### config.mk
export PLATFORM = sky130hd
export DESIGN_NAME = oclib_csr_arbiter
export DESIGN_NICKNAME = d
export VERILOG_FILES = /design/src/rtl/oclib_pkg.sv /design/src/rtl/oclib_rr_arbiter.sv /design/src/rtl/oclib_csr_arbiter.sv
export SDC_FILE = /design/constraint.sdc
export NUM_CORES = 1
export LEC_CHECK = 0
export CORE_AREA = 2 2 125 127
export DETAILED_ROUTE_END_ITERATION = 6
export DIE_AREA = 0 0 127 129
export PLACE_DENSITY = 0.66
export SKIP_LAST_GASP = 1
export SYNTH_ARGS = -nofsm -noshare
export SYNTH_HDL_FRONTEND = slang
export SYNTH_SLANG_ARGS = --single-unit
### constraint.sdc
create_clock -name clock -period 4.86 [get_ports clock]
set_input_delay 0.486 -clock clock [delete_from_list [all_inputs] [get_ports clock]]
set_output_delay 0.486 -clock clock [all_outputs]
set_load 0.01 [all_outputs]
### src/rtl/oclib_pkg.sv
// Shared CSR types and arbiter constants for the oclib CSR fabric.
package oclib_pkg;

  // Request from a CSR master toward a CSR target.
  typedef struct packed {
    logic        read;
    logic        write;
    logic [31:0] address;
    logic [31:0] wdata;
    logic [3:0]  space;
  } csr_32_s;

  // Feedback from a CSR target back to the master.
  typedef struct packed {
    logic [31:0] rdata;
    logic        ready;
    logic        error;
  } csr_32_fb_s;

  // Arbiter FSM: IDLE scans, GRANT owns the target, RELEASE forces a gap.
  typedef enum logic [1:0] {
    IDLE    = 2'd0,
    GRANT   = 2'd1,
    RELEASE = 2'd2
  } csr_arb_state_e;

  // Read data returned to a master whose transaction was retired by timeout.
  localparam logic [31:0] CsrArbTimeoutData = 32'hDEAD_0001;

endpackage

### src/rtl/oclib_rr_arbiter.sv
// Combinational round-robin picker: scans from pointer+1 (mod Requesters)
// and returns the first requester as a one-hot winner.
module oclib_rr_arbiter #(
  parameter int Requesters = 2,
  parameter int PtrW       = (Requesters > 1) ? $clog2(Requesters) : 1
) (
  input  logic [Requesters-1:0] request,
  input  logic [PtrW-1:0]       pointer,
  output logic [Requesters-1:0] winner,
  output logic                  valid
);

  // Walk the candidates in priority order; the first hit locks out the rest.
  always_comb begin
    winner = '0;
    valid  = 1'b0;
    for (int k = 1; k <= Requesters; k++) begin
      for (int i = 0; i < Requesters; i++) begin
        if (!valid && (i == ((int'(pointer) + k) % Requesters)) && request[i]) begin
          winner[i] = 1'b1;
          valid     = 1'b1;
        end
      end
    end
  end

endmodule

### src/rtl/oclib_csr_arbiter.sv
// Round-robin arbiter sharing one CSR target between several CSR masters.
// Handshake: a master holds read/write and the rest of its request stable
// until it sees inFb.ready=1 (with rdata/error valid in that same cycle),
// and drops read/write in the following cycle. The target likewise sees a
// stable request on out until it raises outFb.ready.
// A hung target is retired after TimeoutCycles grant cycles with an error.
module oclib_csr_arbiter
  import oclib_pkg::*;
#(
  parameter type CsrType       = oclib_pkg::csr_32_s,
  parameter type CsrFbType     = oclib_pkg::csr_32_fb_s,
  parameter int  Requesters    = 2,
  parameter int  TimeoutCycles = 1024
) (
  input  logic                  clock,
  input  logic                  reset,
  input  CsrType                in    [Requesters],
  output CsrFbType              inFb  [Requesters],
  output CsrType                out,
  input  CsrFbType              outFb,
  output logic [Requesters-1:0] grant,
  output logic                  timeoutPulse,
  output csr_arb_state_e        debug_state
);

  localparam int PtrW   = (Requesters > 1) ? $clog2(Requesters) : 1;
  localparam int TimerW = (TimeoutCycles > 0) ? $clog2(TimeoutCycles + 1) : 1;
  localparam logic [TimerW-1:0] TimeoutLast =
    TimerW'((TimeoutCycles > 0) ? (TimeoutCycles - 1) : 0);
  localparam logic TimeoutEn = (TimeoutCycles != 0);

  csr_arb_state_e        state_q, state_d;
  logic [Requesters-1:0] grant_q, grant_d;
  logic [PtrW-1:0]       gidx_q, gidx_d;
  logic [PtrW-1:0]       ptr_q, ptr_d;
  logic [TimerW-1:0]     timer_q, timer_d;

  logic [Requesters-1:0] request;
  logic [Requesters-1:0] winner;
  logic                  winner_valid;
  logic [PtrW-1:0]       winner_idx;

  // Collapse each master's request into a single "wants the target" bit.
  always_comb begin
    request = '0;
    for (int i = 0; i < Requesters; i++) begin
      request[i] = in[i].read | in[i].write;
    end
  end

  oclib_rr_arbiter #(
    .Requesters (Requesters),
    .PtrW       (PtrW)
  ) u_rr (
    .request (request),
    .pointer (ptr_q),
    .winner  (winner),
    .valid   (winner_valid)
  );

  // Encode the one-hot winner so the muxes can index by number.
  always_comb begin
    winner_idx = '0;
    for (int i = 0; i < Requesters; i++) begin
      if (winner[i]) begin
        winner_idx = PtrW'(i);
      end
    end
  end

  // State, grant, pointer and timer registers.
  always_ff @(posedge clock or negedge reset) begin
    if (!reset) begin
      state_q <= IDLE;
      grant_q <= '0;
      gidx_q  <= '0;
      ptr_q   <= '0;
      timer_q <= '0;
    end else begin
      state_q <= state_d;
      grant_q <= grant_d;
      gidx_q  <= gidx_d;
      ptr_q   <= ptr_d;
      timer_q <= timer_d;
    end
  end

  // Next-state logic and the request/feedback muxes. Requests toward the
  // target are gated by state, so an async reset drops them immediately.
  always_comb begin
    state_d      = state_q;
    grant_d      = grant_q;
    gidx_d       = gidx_q;
    ptr_d        = ptr_q;
    timer_d      = timer_q;
    out          = '0;
    timeoutPulse = 1'b0;
    for (int i = 0; i < Requesters; i++) begin
      inFb[i] = '0;
    end

    case (state_q)
      IDLE: begin
        if (winner_valid) begin
          state_d = GRANT;
          grant_d = winner;
          gidx_d  = winner_idx;
          timer_d = '0;
        end
      end

      GRANT: begin
        out          = in[gidx_q];
        inFb[gidx_q] = outFb;
        if (outFb.ready) begin
          // Target completion wins over a coincident timeout.
          ptr_d   = gidx_q;
          state_d = RELEASE;
        end else if (TimeoutEn && (timer_q == TimeoutLast)) begin
          inFb[gidx_q].ready = 1'b1;
          inFb[gidx_q].error = 1'b1;
          inFb[gidx_q].rdata = CsrArbTimeoutData;
          timeoutPulse       = 1'b1;
          state_d            = RELEASE;
        end else if (timer_q != '1) begin
          timer_d = timer_q + 1'b1;
        end
      end

      RELEASE: begin
        // One dead cycle so the target always sees read/write drop.
        grant_d = '0;
        state_d = IDLE;
      end

      default: begin
        grant_d = '0;
        state_d = IDLE;
      end
    endcase
  end

  assign grant       = grant_q;
  assign debug_state = state_q;

endmodule

Word-level counts from Yosys, hierarchy flattened
Cells that the tools add are included.
{ "classes": {"n_lt_le_gt_ge": 2, "addsub": 3, "muxes": 40, "reduce_logical": 20, "n_eq_ne": 10, "bitwise": 7} }
{ "op_table": {"columns": ["cell", "count"], "rows": [
  ["$mux W70", 4],
  ["$bwmux W68", 3],
  ["$mux W68", 3],
  ["$demux W34 S1", 4],
  ["$and A68 B68 Y68", 1],
  ["$mux W34", 2],
  ["$logic_not A32 Y1", 2],
  ["$mux W11", 4],
  ["$pmux W11 S2", 1],
  ["$mux W1", 12],
  ["$add A11 B1 Y11 const B", 1],
  ["$eq A11 B10 Y1 const B", 1],
  ["$ne A11 B11 Y1 const B", 1],
  ["$mux W2", 5],
  ["$logic_and A1 B1 Y1", 8],
  ["$pmux W2 S2", 2],
  ["$reduce_and A2 Y1", 4],
  ["$ne A2 B2 Y1 const B", 3],
  ["$reduce_and A5 Y1", 1],
  ["$eq A2 B2 Y1 const A", 2],
  ["$logic_not A1 Y1", 3],
  ["$ne A3 B3 Y1 const B", 1],
  ["$add A1 B1 Y1 const B", 2],
  ["$and A1 B1 Y1 const A", 2],
  ["9 further kinds", 10]
]} }
{ "totals": {"output_inout_bits": 143, "in_bits": 176, "ff_bits": 17, "word_cells": 87} }

Logic depth before layout (Yosys ltp)
Gate-level depths: netlist of run 1.
{ "logic_depth": {"depth_word": 19, "depth_mapped": 6, "depth_no_buf": 5} }

Hierarchy
A second synthesis of run 1 with hierarchy kept.
{ "hier_totals": {"cells_unflattened": 342, "hier_area_um2": 2519.9} }
{ "by_module_without_submodules": {"columns": ["module", "seq_area_each_um2", "instances", "area_each_um2", "cells_each"], "rows": [
  ["oclib_csr_arbiter", 425.4, 1, 2494.9, 338],
  ["oclib_rr_arbiter", 0.0, 1, 25.0, 4]
]} }

Worst setup path after synthesis of run 1
Ideal clock, no wire load.
{ "synth_timing": {"path_type": "register to output", "from": "register timer_q[0]", "to": "output inFb[57] (netlist name)", "required_time_ps": 4374, "setup_slack_ps": 2625, "arrival_time_ps": 1749, "path_buffers": 1, "stages_incl_launch_ff": 7, "path_cell_list": "dfrtp_1 ha_1 nand3_4 nor4b_4 buf_2 nor2_1 nor3_1"} }
{ "synth_lines": {"columns": ["item", "line", "text"], "rows": [
  ["start, declared", "oclib_csr_arbiter.sv:36", "logic [TimerW-1:0] timer_q, timer_d;"],
  ["start signal, assigned", "oclib_csr_arbiter.sv:84", "timer_q <= timer_d;"],
  ["end, declared", "oclib_csr_arbiter.sv:18", "output CsrFbType inFb [Requesters],"]
]} }

==> results by group, run 1 <==
Status
  – Status: completed

GRT
  – First-pass GRT wire length: between 20000 and 25000 µm
  – Largest net degree at the start of global routing: 60
  – Total GRT Usage: 0.1573
  – Initial antenna violation count: 0
  – Vias in the first global route: between 3000 and 4000
  – Remaining global-route overflow: 0

Place
  – Pre-CTS WS: roughly 1.3 ns
  – Routability Congestion: 0.8142
  – DPL Wire Length: roughly 12000 µm
  – Port Buffers: approximately 320

Final layout
  – Antenna diodes: 0
  – Final core utilization: 0.3979
  – NumNets Final: about 830
  – Share of cells above drive strength 1: 0.03206
  – Layout area overhead: 135.8%

Timing
  – Period minus WS final: 3.483 ns
  – RSZ-0062 raised after global routing: no
  – Final setup fails: 0
  – Slew @ Worst Pin: 0.9521 ns
  – Max-slew violation count: 0
  – Hold Vio Cnt, Final: 0
  – Clk_skew: 0.002197 ns
  – F_max: 0.2871 GHz
  – Relative slew slack: 0.3629
  – PnR worst setup slack: 1.377 ns
  – Worst hold margin: between 0.5 and 0.6 ns
  – Setup TNS Final: 0 ns
  – Final period util: 0.7166

Die
  – Row count: between 40 and 50
  – CORE AREA: 14980 µm²
  – Die area: about 16000 µm²
  – Die boundary height: 129 µm
  – IO Pins: roughly 320
  – Initial core utilization: 0.1688
  – Chip Width: around 130 µm

CTS
  – Post-CTS setup repair buffer count: 0
  – Reg clk slew, reported paths: roughly 0.05 ns
  – H-Tree Depth: 1
  – Hold_buf cts: 0
  – Clk_lat worst skew: roughly 0.25 ns
  – Clk root buf: clkbuf_16
  – Number of buffers created by CTS: 3
  – Max clock buf depth: 2
  – Clock Sinks: 17
  – CTS tree: yes
  – Resized cells post-CTS: 0

Route
  – Total length of routed wires: ~14000 µm
  – Vias: between 3000 and 4000
  – Detailed Routing Iterations Pass 1: 4
  – Residual DRC: 0
  – Routed len/inst: 17.13 µm
  – Routed vias/inst: roughly 4.3
  – DRT antenna net count: 0
  – Initial DRC count: 150

Worst setup path
  – WS Path Type: in2out
  – Worst EP arrival: 3.00 ns
  – CP required: approximately 4.4 ns
  – Critical path capture point type: output pin
  – Max FO, Critical Path: 20
  – Startpoint Class: primary input

Synthesis
  – Syn nets: around 530
  – Post-synth top cells: nor2_1 (109), mux2i_1 (70), and2_1 (42)
  – Syn Inst Count: between 300 and 400
  – Flops & latches, synth: 17
  – Ys async rst share: 1.000
  – Yosys Warn Count: 0
  – Synthesized area: approximately 2500 µm²
  – Number of synthesized flops with an enable pin: 0
  – Sequential fraction of the synthesis area: 0.1683
  – Cell taking the most area after synthesis: mux2i_1
  – Count leader, synth: nor2_1
  – Prevailing post-synth register cell: dfrtp_1
  – Mean area per synthesized cell: approximately 7.1 µm²
  – Netlist cell types: between 40 and 50
  – Share of the synthesized area in the top cell type: 0.2772
  – Top cells by area, synth: mux2i_1 (28%), dfrtp_1 (17%), nor2_1 (16%)

Power and ir drop
  – PD cells: roughly 330 nW/µm²
  – Leakage: 2.409 nW
  – Maximum vdd ir drop: approximately 190 µV

Job
  – Max-cap viol count: 0

Min path
  – Hold Path Class: reg2reg
-- layer usage --
metal,share of wire,vias up,global-route usage
met5,0,-,0
met4,0.011,0,0.02392
met1,0.42,1639,0.1998
li1,-,1830,-
met2,0.50,122,0.2789
met3,0.072,10,0.03493
-- cells in the final DEF (no fill, tap or decap), drive strengths merged, types with 2 or more instances in the layout --
master	n
nand2b	2
nor2b	2
clkbuf	3
and2	42
a41oi	2
inv	5
nand3	6
nor4b	2
a21oi	4
nor4	3
dfrtp	17
or3	2
clkdlybuf4s50	318
nand2	11
nor3	16
o21ai	5
nor2	109
buf	6
a211o	5
a31oi	3
a21o	3
mux2i	70
-- cell type report --
cell class	count	area (µm²)
Inverter	5	18.77
Fill cell	1547	9017
Clock inverter	1	7.507
Sequential cell	17	429.2
Multi-Input combinational cell	305	1953
Clock buffer	3	75.07
Tap cell	188	235.2
Timing Repair Buffer	324	3241
-- stage by stage --
step           cell area (µm²)  power [W]  instances
6_report                  5959   0.001973        843
2_1_floorplan             2527  0.0009851        356
3_5_place_dp              5877   0.001822        839
3_3_place_gp              5877   0.001822        839
5_1_grt                   5959   0.002094        843
4_1_cts                   5959   0.002003        843
-- cells by family after synthesis --
kind of cell	share of synthesized area
AO/OA/AOI/OAI	0.1005
adder cells (fa/ha/maj)	0.004950
buffers and inverters	0.06188
flip-flops	0.1683
multiplexers	0.2772
AND/OR/NAND/NOR	0.3871
-- worst max-delay path, stage by stage --
cell and delay, ns:
clkdlybuf4s50_1 0.56, nor2_1 0.07, nor4b_4 0.13, buf_4 0.20, nor2_1 0.75, and2_1 0.25, clkdlybuf4s50_1 0.53
-- state kept, by name, summed over array words and instances, names as in the netlist --
signal       cells
debug_state      2
gidx_q           1
ptr_q            1
grant            2
timer_q         11
-- final timing paths --
check	from	end	slack (ns)	depth (start not counted)
min in group asynchronous	reset	timer_q[9]$_DFFE_PN0P_	0.69	1
setup / recovery	outFb[1]	inFb[12]	1.38	7
max in group asynchronous	reset	gidx_q$_DFFE_PN0P_	3.60	1
hold reg to reg	grant[1]$_DFFE_PN0P_	grant[1]$_DFFE_PN0P_	0.54	2
hold / removal	grant[1]$_DFFE_PN0P_	grant[1]$_DFFE_PN0P_	0.54	2
setup reg to reg	timer_q[0]$_DFFE_PN0P_	timer_q[3]$_DFFE_PN0P_	2.77	5
-- where the power goes --
group | internal (W) | switching, W | leakage (nW) | total, W
Clock | 0.000111 | 0.0000593 | 0.0371 | 0.000170
Sequential | 0.000171 | 0.0000871 | 0.225 | 0.000258
Combinational | 0.000857 | 0.000688 | 2.15 | 0.00154
Total | 0.00114 | 0.000834 | 2.41 | 0.00197
(Power assumes the default switching activity.)
==> run 2, diff against run 1 <==
CORE_AREA = 2 2 122 124   (was 2 2 125 127)
DIE_AREA = 0 0 124 126   (was 0 0 127 129)
PLACE_DENSITY = 0.7   (was 0.66)
clock period = 2.9 ns   (was 4.86 ns; I/O delays follow)
==> run 2 against run 1 <==
- final cell count grew 0.83%
- clock power grew 65%
- register-to-register slack lost 2.0 ns
- clock-buffer cell count grew 1
- highest routed layer unchanged
==> results by group, run 2 (synthesized netlist as in run 1, its figures left out) <==
Power and ir drop
  – PD cells: between 500 and 600 nW/µm²
  – Tot Pwr: 0.003378 W
  – Leakage: about 2.5 nW
  – Clock Power Share: 0.083
  – Combinational Power Share: 0.820
  – Sw Ratio: 0.4262
  – Maximum vdd ir drop: between 200 and 300 µV
  – Power Internal: slightly below 0.002 W
  – Net Switching: 0.001440 W
  – Power share of the sequential group: 0.097

Timing
  – Final setup fails: 0
  – Relative slew slack: 0.4867
  – Hold Vio Cnt, Final: 0
  – Clk_skew: 0.004563 ns
  – Final period util: 0.9546
  – Setup TNS Final: 0 ns
  – Slew @ Worst Pin: about 0.77 ns
  – RSZ-0062 raised after global routing: no
  – Period minus WS final: 2.768 ns
  – PnR worst setup slack: around 0.13 ns
  – Max-slew violation count: 0
  – F_max: ~0.36 GHz

Route
  – Total length of routed wires: ~15000 µm
  – Routed vias/inst: about 4.4
  – Met2 wire len: ~7300 µm
  – Routed len/inst: 17.95 µm
  – Met3 WL post-DR: 1158 µm
  – Top routing layer in use: met4
  – Vias: between 3000 and 4000
  – Residual DRC: 0
  – DRT antenna net count: 0
  – Detailed Routing Iterations Pass 1: 4
  – Initial DRC count: about 170
  – Met1 WL: ~6600 µm

Final layout
  – Design Area, Final: roughly 6000 µm²
  – Multi-input logic area: roughly 2000 µm²
  – Most common cell after layout, fill and taps aside: clkdlybuf4s50_1
  – Reg area: approximately 430 µm²
  – Share of cells above drive strength 1: 0.05405
  – NumNets Final: 844
  – Largest Register: timer_q
  – Most frequent cells in the layout: clkdlybuf4s50_1 (318), nor2_1 (108), mux2i_1 (70), and2_1 (42), nor3_1 (15)
  – Fillers: between 1000 and 1500
  – Layout area overhead: 139.3%
  – Antenna diodes: 0
  – Max reg flops: 11

CTS
  – Reg clk slew, reported paths: approximately 0.05 ns
  – Clock Sinks: 17
  – Clk root buf: clkbuf_16
  – H-Tree Depth: 1
  – Clk_lat worst skew: roughly 0.25 ns
  – CTS tree: yes
  – Number of buffers created by CTS: 3
  – Max clock buf depth: 2

Die
  – Die boundary height: between 100 and 150 µm
  – Initial core utilization: 0.1766
  – Row count: 44
  – Chip Width: about 120 µm
  – IO Pins: approximately 320
  – Die area: approximately 16000 µm²
  – CORE AREA: approximately 14000 µm²

GRT
  – First-pass GRT wire length: about 21000 µm
  – Largest net degree at the start of global routing: 47
  – Total GRT Usage: 0.1757
  – Vias in the first global route: 3499
  – Initial antenna violation count: 0
  – Remaining global-route overflow: 0

Job
  – Max-cap viol count: 0

Place
  – Routability Congestion: between 0.8 and 0.9
  – DPL Wire Length: roughly 13000 µm
  – Pre-CTS WS: between 0.09 and 0.1 ns
  – Dpl cell area: between 5000 and 6000 µm²
  – Port Buffers: roughly 320

Worst setup path
  – CP required: approximately 2.6 ns
  – Critical path cell sequence: nand3_2 > nor4b_4 > buf_6 > nor3_1 > buf_4 > and2_1 > clkdlybuf4s50_1
  – Worst path max stage delay: between 0.4 and 0.5 ns
  – Critical path capture point type: output pin
  – Worst EP arrival: around 2.5 ns
  – Max FO, Critical Path: 20
  – WS Path Type: reg2out
  – Slowest cell on the critical path: clkdlybuf4s50_1
  – Startpoint Class: flip-flop

Min path
  – Hold Path Class: in2async

Status
  – Status: completed
[run 2: critical path, delay by kind of cell, from the launching register on]
family	cells	cell delay, ns
buf+inv	3	0.88
simple gates	4	0.86
flops	1	0.47
[run 2: repair_timing]
| item | 4_1_cts | 5_1_grt |
|---|---|---|
| cloned | 0 | 1 |
| gates resized for setup | 2 | 4 |
| pin swaps | 0 | 2 |
| hold endpoints to repair | 0 | 0 |
| setup endpoints to repair | 21 | 33 |
| hold buffers | 0 | 0 |
| buffers inserted | 0 | 1 |
[run 2: final timing paths]
check | start | end | slack, ns | depth (start not counted)
max | timer_q[4]$_DFFE_PN0P_ | inFb[58] | 0.13 | 7
min | reset | timer_q[2]$_DFFE_PN0P_ | 0.49 | 1
max reg2reg | timer_q[1]$_DFFE_PN0P_ | timer_q[3]$_DFFE_PN0P_ | 0.75 | 7
min reg2reg | timer_q[0]$_DFFE_PN0P_ | timer_q[0]$_DFFE_PN0P_ | 0.54 | 1
max in group asynchronous | reset | gidx_q$_DFFE_PN0P_ | 1.85 | 1
min in group clock | timer_q[0]$_DFFE_PN0P_ | timer_q[0]$_DFFE_PN0P_ | 0.54 | 1
[run 2: cell type report]
| type | instances | area share |
|---|---|---|
| flip-flops and latches | 17 | 0.07138 |
| repair buffers | 335 | 0.5498 |
| clock buffers | 4 | 0.01304 |
| multi-input cells | 305 | 0.3246 |
| well taps | 184 | 0.03807 |
| inverters | 5 | 0.003104 |
[run 2: power groups by stage]
stage	combinational, W	sequential [W]	clock (W)
2_1_floorplan	0.00132	0.000328	0
3_3_place_gp	0.00278	0.000329	0
3_5_place_dp	0.00278	0.000330	0
4_1_cts	0.00279	0.000326	0.000288
5_1_grt	0.00295	0.000337	0.000298
6_report	0.00277	0.000328	0.000281
[run 2: per-layer routing]
layer,up-vias,global-route usage
li1,1845,-
met1,1713,0.2346
met2,128,0.3016
met3,14,0.02400
met4,0,0.03371
met5,-,0
[run 2: per-stage QoR]
step           instances    util  hold slack, ns
2_1_floorplan        356       -       -0.005591
3_3_place_gp         844  0.4149          0.5296
3_5_place_dp         844  0.4149          0.5350
4_1_cts              848  0.4210          0.5299
5_1_grt              850  0.4225          0.5775
6_report             850  0.4225          0.4894
